**config.mk**
```make
export PLATFORM = sky130hd
export DESIGN_NAME = seven_seg_scanner
export DESIGN_NICKNAME = d
export VERILOG_FILES = /design/src/rtl/seven_seg_pkg.sv /design/src/rtl/seven_seg_scanner_seg_decoder.sv /design/src/rtl/seven_seg_scanner.sv
export SDC_FILE = /design/constraint.sdc
export NUM_CORES = 1
export LEC_CHECK = 0
export CORE_MARGIN = 2
export CORE_UTILIZATION = 52
export CTS_CLUSTER_SIZE = 25
export DETAILED_ROUTE_END_ITERATION = 16
export DONT_BUFFER_PORTS = 1
export GPL_TIMING_DRIVEN = 1
export PLACE_DENSITY = 0.67
export SLEW_MARGIN = 40
export SYNTH_ARGS = -nofsm -noshare
export SYNTH_HDL_FRONTEND = slang
export SYNTH_SLANG_ARGS = --single-unit
```
**constraint.sdc**
```tcl
create_clock -name CE -period 4 [get_ports CE]
set_clock_uncertainty 0.2 [all_clocks]
set_input_delay 0.6 -clock CE [delete_from_list [all_inputs] [get_ports CE]]
set_output_delay 0.6 -clock CE [all_outputs]
set_load 0.005 [all_outputs]
```
**src/rtl/seven_seg_pkg.sv**
```systemverilog
// Shared constants for the 4-digit seven-segment scanner: active-low
// segment patterns {g,f,e,d,c,b,a} and the digit-slot indices.
package seven_seg_pkg;

    localparam int NDIG = 4;

    localparam logic [1:0] IDX_ONES = 2'd0;
    localparam logic [1:0] IDX_TENS = 2'd1;
    localparam logic [1:0] IDX_HUND = 2'd2;
    localparam logic [1:0] IDX_SIGN = 2'd3;

    localparam logic [6:0] SEG_BLANK = 7'b1111111;
    localparam logic [6:0] SEG_DASH  = 7'b0111111;
    localparam logic [6:0] SEG_ERR   = 7'b0000110;

    localparam logic [6:0] SEG_0 = 7'b1000000;
    localparam logic [6:0] SEG_1 = 7'b1111001;
    localparam logic [6:0] SEG_2 = 7'b0100100;
    localparam logic [6:0] SEG_3 = 7'b0110000;
    localparam logic [6:0] SEG_4 = 7'b0011001;
    localparam logic [6:0] SEG_5 = 7'b0010010;
    localparam logic [6:0] SEG_6 = 7'b0000010;
    localparam logic [6:0] SEG_7 = 7'b1111000;
    localparam logic [6:0] SEG_8 = 7'b0000000;
    localparam logic [6:0] SEG_9 = 7'b0010000;

endpackage

```
**src/rtl/seven_seg_scanner_seg_decoder.sv**
```systemverilog
// Combinational BCD to active-low seven-segment decoder; codes 10-15 show 'E'.
module seg_decoder
    import seven_seg_pkg::*;
(
    input  logic [3:0] bcd_i,
    output logic [6:0] seg_o
);

    always_comb begin
        seg_o = SEG_ERR;
        case (bcd_i)
            4'd0:    seg_o = SEG_0;
            4'd1:    seg_o = SEG_1;
            4'd2:    seg_o = SEG_2;
            4'd3:    seg_o = SEG_3;
            4'd4:    seg_o = SEG_4;
            4'd5:    seg_o = SEG_5;
            4'd6:    seg_o = SEG_6;
            4'd7:    seg_o = SEG_7;
            4'd8:    seg_o = SEG_8;
            4'd9:    seg_o = SEG_9;
            default: seg_o = SEG_ERR;
        endcase
    end

endmodule

```
**src/rtl/seven_seg_scanner.sv**
```systemverilog
// Time-multiplexed 4-digit display driver with per-frame input snapshot and
// inter-slot blanking gap. Optional LEADING_ZERO_BLANK_EN blanks leading zeros.
module seven_seg_scanner
    import seven_seg_pkg::*;
#(
    parameter int DIV = 1000,
    parameter int GAP = 4
) (
    input  logic       CE,
    input  logic       RESET,
    input  logic [3:0] CNT1,
    input  logic [3:0] CNT2,
    input  logic [3:0] CNT3,
    input  logic       REVERSE,
    output logic [3:0] AN,
    output logic [6:0] SEG,
    output logic       FRAME
);

    localparam int PW = $clog2(DIV);

    logic [PW-1:0] p_q, p_d;
    logic [1:0]    idx_q, idx_d;
    logic [3:0]    cnt1_q, cnt2_q, cnt3_q;
    logic          rev_q;
    logic [3:0]    an_q, an_d;
    logic [6:0]    seg_q, seg_d;
    logic          frame_q, frame_d;

    logic          takeSnap;
    logic [3:0]    d1, d2, d3;
    logic          rv;
    logic [3:0]    digit;
    logic [6:0]    decSeg;
    logic          blankDigit;
    logic          inGap;

    // On a snapshot edge the live inputs already drive this cycle's pattern.
    always_comb begin
        takeSnap = (p_q == '0) && (idx_q == IDX_ONES);
        d1 = takeSnap ? CNT1    : cnt1_q;
        d2 = takeSnap ? CNT2    : cnt2_q;
        d3 = takeSnap ? CNT3    : cnt3_q;
        rv = takeSnap ? REVERSE : rev_q;
    end

    always_comb begin
        digit = 4'd0;
        case (idx_q)
            IDX_ONES: digit = d1;
            IDX_TENS: digit = d2;
            IDX_HUND: digit = d3;
            default:  digit = 4'd0;
        endcase
    end

    seg_decoder u_dec (
        .bcd_i (digit),
        .seg_o (decSeg)
    );

    always_comb begin
        blankDigit = 1'b0;
`ifdef LEADING_ZERO_BLANK_EN
        if (idx_q == IDX_HUND)
            blankDigit = (d3 == 4'd0);
        else if (idx_q == IDX_TENS)
            blankDigit = (d3 == 4'd0) && (d2 == 4'd0);
`endif
    end

    always_comb begin
        p_d     = p_q + PW'(1);
        idx_d   = idx_q;
        an_d    = 4'b1111;
        seg_d   = SEG_BLANK;
        frame_d = takeSnap;
        inGap   = (int'(p_q) < GAP);

        if (p_q == PW'(DIV - 1)) begin
            p_d   = '0;
            idx_d = (int'(idx_q) == NDIG - 1) ? IDX_ONES : idx_q + 2'd1;
        end

        if (!inGap) begin
            an_d[idx_q] = 1'b0;
            if (idx_q == IDX_SIGN)
                seg_d = rv ? SEG_DASH : SEG_BLANK;
            else if (blankDigit)
                seg_d = SEG_BLANK;
            else
                seg_d = decSeg;
        end
    end

    always_ff @(posedge CE or posedge RESET) begin
        if (RESET) begin
            p_q     <= '0;
            idx_q   <= IDX_ONES;
            cnt1_q  <= 4'd0;
            cnt2_q  <= 4'd0;
            cnt3_q  <= 4'd0;
            rev_q   <= 1'b0;
            an_q    <= 4'b1111;
            seg_q   <= SEG_BLANK;
            frame_q <= 1'b0;
        end else begin
            p_q     <= p_d;
            idx_q   <= idx_d;
            an_q    <= an_d;
            seg_q   <= seg_d;
            frame_q <= frame_d;
            if (takeSnap) begin
                cnt1_q <= CNT1;
                cnt2_q <= CNT2;
                cnt3_q <= CNT3;
                rev_q  <= REVERSE;
            end
        end
    end

    assign AN    = an_q;
    assign SEG   = seg_q;
    assign FRAME = frame_q;

endmodule
```
=== Yosys cells after proc, flatten, opt, wreduce, memory -nomap -nowiden ===
Memories as Yosys holds them, arrays and structs flattened.
Index checks and enable logic that the tools add are counted.

* Register bits after elaboration: 37
* Bits in read-only memories: 112
* Input bits: 15
* Output and inout port bits: 12
* Logic and storage cells: 38
* Memories: 1

* Add/subtract/negate cells: 2
* Magnitude comparators: 3
* Eq/ne operators: 5
* Multiplexer cells: 13
* Bitwise operators: 1
* Reductions and logical operators: 4

{| class="wikitable"
|+ Memories
! name !! words !! width !! read ports !! clocked after Yosys merged registers in !! wr ports !! RTL line !! source
|-
| (name not given) || 16 || 7 || 1 || 0 || 0 || seven_seg_scanner_seg_decoder.sv:11 || <nowiki>case (bcd_i)</nowiki>
|}

{| class="wikitable"
|+ Operators by type and width
! operator !! count
|-
| $mux 7 || 3
|-
| $mux 4 || 4
|-
| $pmux 4 s3 || 1
|-
| $add 10x1->10 const B || 1
|-
| $eq 10x10->1 const B || 1
|-
| $logic_not 10->1 || 1
|-
| $lt 10x3->1 const B || 1
|-
| $mux 10 || 1
|-
| $eq 2x1->1 const B || 2
|-
| $eq 2x2->1 const B || 2
|-
| $not 4->4 || 1
|-
| $lt 2x3->1 const B || 1
|-
| $add 2x1->2 const B || 1
|-
| $demux 1 s2 || 1
|-
| $ge 2x1->1 const B || 1
|-
| $logic_and 1x1->1 || 2
|-
| $logic_not 2->1 || 1
|-
| $mux 1 || 2
|-
| $mux 2 || 1
|}

=== Longest topological paths before layout ===
Gate-level depths: netlist (run 1).
An unclocked memory read counts as a cell.

* Depth in word-level cells: 7
* Mapped depth: 13
* Depth with buffers taken out: 11

=== Cells and area by module ===
A second synthesis (run 1) with hierarchy kept.

* Cell total of the unflattened synthesis: 192
* Area, all modules: 2024.4 µm²

{| class="wikitable"
|+ Modules (own cells, without submodules)
! module !! times used !! cells an instance !! area an instance (µm²) !! seq. area each (µm²)
|-
| seven_seg_scanner || 1 || 165 || 1838.0 || 939.7
|-
| seg_decoder || 1 || 27 || 186.4 || 0.0
|}

=== Least setup slack after synthesis (run 1) ===
OpenSTA, ideal clock, no wires.

* Kind: register to register
* Start: register p_q[6]
* End: register seg_q[4] (netlist: SEG[4])
* Library setup time: 0.086 ns
* Data arrival time: 2.769 ns
* Required time: 3.714 ns
* Slack: 0.945 ns
* Cell stages (with the launch flop): 11
* Clock period less this slack: 3.055 ns
* Path through: dfrtp_1 > nor4_4 > nand4_4 > buf_6 > mux2_4 > a222oi_1 > or2_2 > inv_1 > ha_1 > mux2_4 > o31ai_2

* Word-level cells in the longest chain between the ends: 7

{| class="wikitable"
|+ RTL lines
! item !! RTL line !! source
|-
| from (decl) || seven_seg_scanner.sv:22 || <nowiki>logic [PW-1:0] p_q, p_d;</nowiki>
|-
| from (signal assigned) || seven_seg_scanner.sv:108 || <nowiki>p_q <= p_d;</nowiki>
|-
| $logic_not 10->1 || seven_seg_scanner.sv:40 || <nowiki>takeSnap = (p_q == '0) && (idx_q == IDX_ONES);</nowiki>
|-
| $logic_and 1x1->1 || seven_seg_scanner.sv:40 ||
|-
| $mux 4 || -- ||
|-
| net d3[1] || seven_seg_scanner.sv:31 || <nowiki>logic [3:0] d1, d2, d3;</nowiki>
|-
| $pmux 4 s3 || seven_seg_scanner.sv:49 || <nowiki>case (idx_q)</nowiki>
|-
| $mem_v2 16x7 || -- ||
|-
| $mux 7 || seven_seg_scanner.sv:87 || <nowiki>if (idx_q == IDX_SIGN)</nowiki>
|-
| $mux 7 || seven_seg_scanner.sv:85 || <nowiki>if (!inGap) begin</nowiki>
|-
| net seg_d[4] || seven_seg_scanner.sv:27 || <nowiki>logic [6:0] seg_q, seg_d;</nowiki>
|-
| to (signal assigned) || seven_seg_scanner.sv:111 || <nowiki>seg_q <= seg_d;</nowiki>
|-
| to (decl) || seven_seg_scanner.sv:27 ||
|}

The timed path passes the listed nets, and every way through them passes these cells.
A chain may end at the register's enable or synchronous reset.

=== Worst setup path after layout (run 1) ===
* Start: register idx_q[0]
* End: register seg_q[4] (netlist: SEG[4])

* Word-level cells in the longest chain between the ends: 7

{| class="wikitable"
|+ RTL lines
! item !! RTL line !! source
|-
| from (decl) || seven_seg_scanner.sv:23 || <nowiki>logic [1:0] idx_q, idx_d;</nowiki>
|-
| from (signal assigned) || seven_seg_scanner.sv:109 || <nowiki>idx_q <= idx_d;</nowiki>
|-
| $logic_not 2->1 || seven_seg_scanner.sv:40 ||
|-
| $logic_and 1x1->1 || seven_seg_scanner.sv:40 ||
|-
| $mux 4 || -- ||
|-
| net d3[1] || seven_seg_scanner.sv:31 ||
|-
| $pmux 4 s3 || seven_seg_scanner.sv:49 ||
|-
| $mem_v2 16x7 || -- ||
|-
| $mux 7 || seven_seg_scanner.sv:87 ||
|-
| $mux 7 || seven_seg_scanner.sv:85 ||
|-
| net seg_d[4] || seven_seg_scanner.sv:27 ||
|}

The timed path passes the listed nets, and every way through them passes these cells.

==> impl_metrics.csv, run 1 <==
group,metric,value,unit
synth,synthTopCellsByArea,"dfrtp_1 (35%), dfstp_2 (15%), ha_1 (7.4%)",
worst_setup_path,required,4070,ps
worst_setup_path,crit_cells,10,
route,antenna_left,0,
worst_setup_path,r2r_cells,10,
place,dp_hpwl,2560,um
worst_setup_path,end_kind,"register",
route,top_layer,"met4",
sta,timing.slew.headroom,53.4,%
worst_setup_path,crit_arrival,3450,ps
clock_tree,cts_sinks,37,
synth,synth_cells,168,
status,outcome,"finished, violations left",
floorplanning,start_util,55.2,%
place,place_congestion,0.861,
clock_tree,cts_tree,"yes",
route,drt-initial-drc-count,113,
status,violations,"negative hold slack",
clock_tree,postCtsResizedCells,0,
synth,syn_nets,194,
cells_and_area,fillCellCount,292,
worst_setup_path,r2r_slack,620,ps
power,powerDensity,318,nW/um^2
synth,synth_top_cell_by_area,"dfrtp_1",
sta,tns,0,ps
worst_setup_path,slowest_stage,"a222oi_1",
global_routing,grt_pass1_vias,1279,
clock_tree,numCtsBuffers,5,
clock_tree,clk_pin_slew,110,ps
clock_tree,post_cts_buffers,0,
hold_path,hold_class,"in2async",
route,met3_length,182,um
cells_and_area,num_antenna_cells,0,
worst_setup_path,cp-start-kind,"register",
worst_setup_path,crit_type,"reg2reg",
global_routing,overflow,0,
route,drtPass1Iterations,7,
place,port_buffers,0,
worst_setup_path,critPathTopFamily,"compound AO/OA/AOI/OAI gates",
cells_and_area,regArea,940,um^2
sta,min_period_over_period,84.5,%
global_routing,grtUsageTotal,18.6,%
cells_and_area,nets,199,
route,wl_met1,1460,um
sta,rsz0062_at_grt,"false",
synth,synth_seq_cells,37,
global_routing,antenna_found_initial,0,
floorplanning,coreArea,3390,um^2
cells_and_area,areaGrowthSynthToFinish,4.95,%
cells_and_area,multi_input_area,858,um^2
sta,period_minus_slack,3380,ps
run,cap_violations,0,
global_routing,grt_pass1_wl,5860,um
floorplanning,row_count,21,
synth,yosys_warnings,0,
worst_setup_path,path_cells,"inv_1 -> ha_1 -> nand4_4 -> mux2_4 -> a222oi_1 -> or2_2 -> inv_1 -> ha_1 -> mux2_4 -> o31ai_2",
sta,finalSetupViolCount,0,
worst_setup_path,r2r_start,"idx_q[0]",
worst_setup_path,cpPeakStageDelay,520,ps
worst_setup_path,startpoint,"idx_q[0]",
route,wire_per_inst,15.1,um
cells_and_area,final_layout_size_suffix_gt1_share,23.0,%
floorplanning,die_y,64.0,um
sta,max_freq,296,MHz
floorplanning,die_area,4090,um^2
route,drt-total-wl,3330,um
clock_tree,cts_max_level,2,
power,ir_drop,0.171,mV
worst_setup_path,crit_fanout,13,
power,p_leak,0.000902,uW
sta,hold-worst-slack,-6.17,ps
sta,hold_violations,10,
synth,seq_area_frac_synth,50.2,%
clock_tree,clk_latency,340,ps
synth,netlist_area,1870,um^2
route,vias,1203,
sta,worstMarginPinSlew,699,ps
synth,synth_top_area_share,34.8,%
cells_and_area,utilization,57.9,%
worst_setup_path,crit_buf_inv,2,
floorplanning,pin_count,27,
clock_tree,cts_root_buf,"clkbuf_4",
route,drt-vias-per-instance,5.47,
route,drc_errors,0,
worst_setup_path,endpoint,"SEG[4]",
clock_tree,cts_buffer_depth,2,
route,wl_met2,1640,um
synth,avgSynthCellArea,11.1,um^2
clock_tree,hold_buffers,0,
synth,synth_cell_type_count,38,
worst_setup_path,rr_endpoint,"SEG[4]",
global_routing,grt_start_max_net_pins,31,
floorplanning,die_width,64.0,um
sta,finalMaxSlewViolations,0,
## power breakdown
group / leakage (uW) / total (uW) / switching (uW) / internal [uW]
clock network: 0.0000320 / 187 / 120 / 67.0
logic: 0.000436 / 42.5 / 24.8 / 17.7
registers: 0.000434 / 394 / 4.68 / 390
## placed cells by master (no fill, tap or decap), types with 2 or more instances in the layout
cell type,n
clkbuf_4,5
xor2_1,2
dfrtp_1,26
mux2_2,8
or2_2,2
nand3_1,5
inv_1,10
buf_4,2
mux2_4,4
xnor2_1,4
clkinv_2,2
mux2i_1,5
dfstp_2,11
ha_1,11
o21ai_0,9
nor2_1,11
nor4_4,2
nand2_1,31
a222oi_1,3
## layout make-up
class	instances	area share [%]
multi-input cells	116	43.7
repair buffers	2	0.765
flip-flops and latches	37	47.9
clock buffers	6	2.10
well taps	46	2.93
inverters	11	2.10
clock inverters	2	0.510
## Yosys cell counts, drive strengths merged
cell type,instances
o31ai,1
nand4,2
nand3,5
a21bo,1
dfstp,11
or2,2
o21a,1
nor2,11
and3,1
nand2b,1
mux2,12
o21ai,10
mux2i,5
buf,2
a222oi,3
nor2b,1
a22oi,1
ha,11
o21bai,1
dfrtp,26
nor3,1
inv,11
clkbuf,2
o311ai,1
nor4,3
xnor2,4
xor2,2
nand2,31
a221o,1
and2,1
nor3b,1
o31a,1
a21oi,1
## worst min path at each step
stage | startpoint | endpoint | cells after the start
4_1_cts | RESET | p_q[5] | 1
3_5_place_dp | cnt1_q[3] | cnt1_q[3] | 2
2_1_floorplan | rev_q | rev_q | 2
6_report | RESET | p_q[4] | 1
3_3_place_gp | cnt1_q[0] | cnt1_q[0] | 2
5_1_grt | RESET | p_q[8] | 1
## stage by stage
step | instance area (um^2) | hold slack (ps) | std cells | worst slack, ps | power, uW
6_report | 1960 | -6.17 | 220 | 621 | 624
5_1_grt | 1960 | 29.1 | 220 | 362 | 658
4_1_cts | 1960 | 8.82 | 220 | 628 | 631
3_5_place_dp | 1910 | 252 | 212 | 653 | 445
3_3_place_gp | 1910 | 245 | 212 | 797 | 442
2_1_floorplan | 1870 | 230 | 168 | 945 | 435
## routing by layer
metal / GRT usage (%) / up-vias
met5: 0 / -
li1: - / 580
met3: 5.99 / 6
met2: 31.1 / 31
met4: 5.98 / 0
met1: 22.7 / 586
## state kept, by name, summed over array words and instances, names as in the netlist
name    flops
rev_q       1
cnt3_q      4
FRAME       1
cnt1_q      4
SEG         7
idx_q       2
cnt2_q      4
p_q        10
AN          4
## logic make-up after synthesis
logic type | count (synthesis) | share of synthesized area [%]
fa+ha+maj | 11 | 7.36
compound gates | 22 | 8.43
flops | 37 | 50.2
simple gates | 60 | 16.6
xor+xnor | 6 | 2.81
buf+inv | 15 | 3.88
mux | 17 | 10.7
Note: power is estimated with default switching activity, not from simulation.
==> run 2, diff against run 1 <==
--- a/config.mk
+++ b/config.mk
@@ -11,7 +11,7 @@
 export DETAILED_ROUTE_END_ITERATION = 16
 export DONT_BUFFER_PORTS = 1
 export GPL_TIMING_DRIVEN = 1
-export PLACE_DENSITY = 0.67
+export PLACE_DENSITY = 0.7
 export SLEW_MARGIN = 40
 export SYNTH_ARGS = -nofsm -noshare
 export SYNTH_HDL_FRONTEND = slang
==> constraint.sdc (replaced) <==
create_clock -name CE -period 2.8 [get_ports CE]
set_clock_uncertainty 0.2 [all_clocks]
set_input_delay 0.42 -clock CE [delete_from_list [all_inputs] [get_ports CE]]
set_output_delay 0.42 -clock CE [all_outputs]
set_load 0.005 [all_outputs]
==> run 2 against run 1 <==
Effect of this change: the flow finishes with violations (negative setup slack); maximum frequency increased by 16%; via count increased by 15%; register-to-register slack got worse by 730 ps; design area increased by 16%; combinational power increased by 93%; largest cell class unchanged; highest routed layer unchanged.
==> impl_metrics.csv, run 2 (synthesis gave the netlist of run 1 again) <==
group,metric,value,unit
worst_setup_path,crit_type,"reg2reg",
cells_and_area,num_antenna_cells,0,
route,drt-vias-per-instance,5.58,
cells_and_area,utilization,67.0,%
clock_tree,clk_pin_slew,120,ps
sta,min_period_over_period,104,%
sta,finalMaxSlewViolations,0,
floorplanning,coreArea,3390,um^2
clock_tree,cts_root_buf,"clkbuf_4",
cells_and_area,nets,226,
place,postPlaceCellArea,2050,um^2
power,ir_drop,0.234,mV
route,drt-initial-drc-count,127,
worst_setup_path,end_kind,"register",
cells_and_area,largest_reg_flops,10,
power,p_comb_share,7.4,%
power,p_switching,234,uW
clock_tree,cts_tree,"yes",
power,p_leak,0.00106,uW
global_routing,antenna_found_initial,0,
sta,timing.slew.headroom,54.9,%
power,power_frac_seq,51.0,%
sta,period_minus_slack,2910,ps
power,finalPower,1110,uW
cells_and_area,final_area,2270,um^2
place,port_buffers,0,
route,drtPass1Iterations,5,
clock_tree,clk_latency,340,ps
sta,hold_violations,0,
floorplanning,start_util,55.2,%
sta,rsz0062_at_grt,"true",
cells_and_area,final_cell_mix,"nand2_1 (31), dfrtp_1 (25), buf_4 (23), dfstp_2 (11), nor2_1 (11)",
place,place_congestion,0.887,
route,antenna_left,0,
global_routing,grt_start_max_net_pins,21,
route,drt-total-wl,4180,um
run,cap_violations,0,
clock_tree,numCtsBuffers,5,
status,outcome,"finished, violations left",
floorplanning,row_count,21,
route,wire_per_inst,16.9,um
worst_setup_path,crit_arrival,2990,ps
power,p_int,872,uW
place,dp_hpwl,2950,um
cells_and_area,final_common_cell,"nand2_1",
power,switching_share,21.2,%
global_routing,grtUsageTotal,22.2,%
sta,worstMarginPinSlew,676,ps
route,drc_errors,0,
global_routing,grt_pass1_vias,1483,
clock_tree,cts_max_level,2,
status,violations,"negative setup slack",
global_routing,overflow,0,
worst_setup_path,required,2880,ps
floorplanning,die_y,64.0,um
power,power.share.clock,41.6,%
cells_and_area,areaGrowthSynthToFinish,21.5,%
clock_tree,cts_buffer_depth,2,
floorplanning,die_area,4090,um^2
cells_and_area,final_layout_size_suffix_gt1_share,34.3,%
sta,hold-worst-slack,29.4,ps
floorplanning,pin_count,27,
sta,max_freq,343,MHz
worst_setup_path,crit_fanout,5,
global_routing,grt_pass1_wl,6840,um
floorplanning,die_width,64.0,um
sta,layout_setup_ws,-113,ps
power,powerDensity,487,nW/um^2
hold_path,hold_class,"in2reg",
worst_setup_path,cp-start-kind,"register",
sta,finalSetupViolCount,7,
route,vias,1378,
clock_tree,cts_sinks,37,
cells_and_area,top_register,"p_q",
[run 2: changes by cell type in the layout (fill, tap and decap cells not counted), moves of 2 or more]
cell / delta
o21ai_0: -2
dlygate4sd3_1: +5
or2_4: +2
o21ai_1: +2
ha_4: +2
bufinv_16: +2
or2_2: -2
ha_1: -3
buf_4: +21
[run 2: power groups by stage]
stage	logic (uW)	registers, uW	clock network (uW)
after floorplan	50.9	571	0
after global placement	61.7	573	0
after detailed placement	65.9	574	0
after CTS	74.4	564	465
after global routing	91.0	566	489
final	82.0	564	460
[run 2: cell type report]
cell class              count  area [um^2]
repair buffers             29          234
fillers                   244         1120
flip-flops and latches     37          941
well taps                  46         57.6
clock buffers               5         37.5
inverters                  11         41.3
multi-input cells         116          896
clock inverters             3         65.1
[run 2: timing repair]
action	CTS	global route
gates cloned	0	0
setup endpoints to repair	7	7
pin swaps	1	7
hold endpoints to repair	21	0
resized for setup	1	7
setup buffers	2	2
hold buffers	5	0
[run 2: worst max-delay path: stages (launching register included)]
cell and delay (ps):
dfrtp_1 430, nor4_4 390, nand4_4 190, mux2_4 340
a222oi_1 420, or2_4 220, inv_2 60, ha_4 160
mux2_4 260, o31ai_2 180
[run 2: metal layers]
metal  wire [um]  GRT usage, %  vias to the layer above
met4          51          9.24                        0
li1            -             -                      638
met3         286          6.87                        7
met5           0             0                        -
met2        2240          39.1                       65
met1        1600          24.5                      668
[run 2: final timing paths]
path	to	cells after the start	slack [ps]	from
max	SEG[4]	9	-110	p_q[6]
min	cnt3_q[2]	1	30	CNT3[2]
max reg2reg	SEG[4]	9	-110	p_q[6]
min reg2reg	cnt1_q[1]	2	280	cnt1_q[1]
max in group asynchronous	AN[0]	3	1210	RESET
min in group asynchronous	cnt1_q[3]	2	400	RESET
[run 2: metrics by stage]
| stage | setup TNS, ps | setup WS (ps) | std cells |
|---|---|---|---|
| floorplan | -306 | -199 | 168 |
| global placement | 0 | 27.4 | 230 |
| detailed placement | -270 | -89.0 | 230 |
| CTS | -120 | -114 | 245 |
| global route | -1430 | -254 | 247 |
| finish | -340 | -113 | 247 |
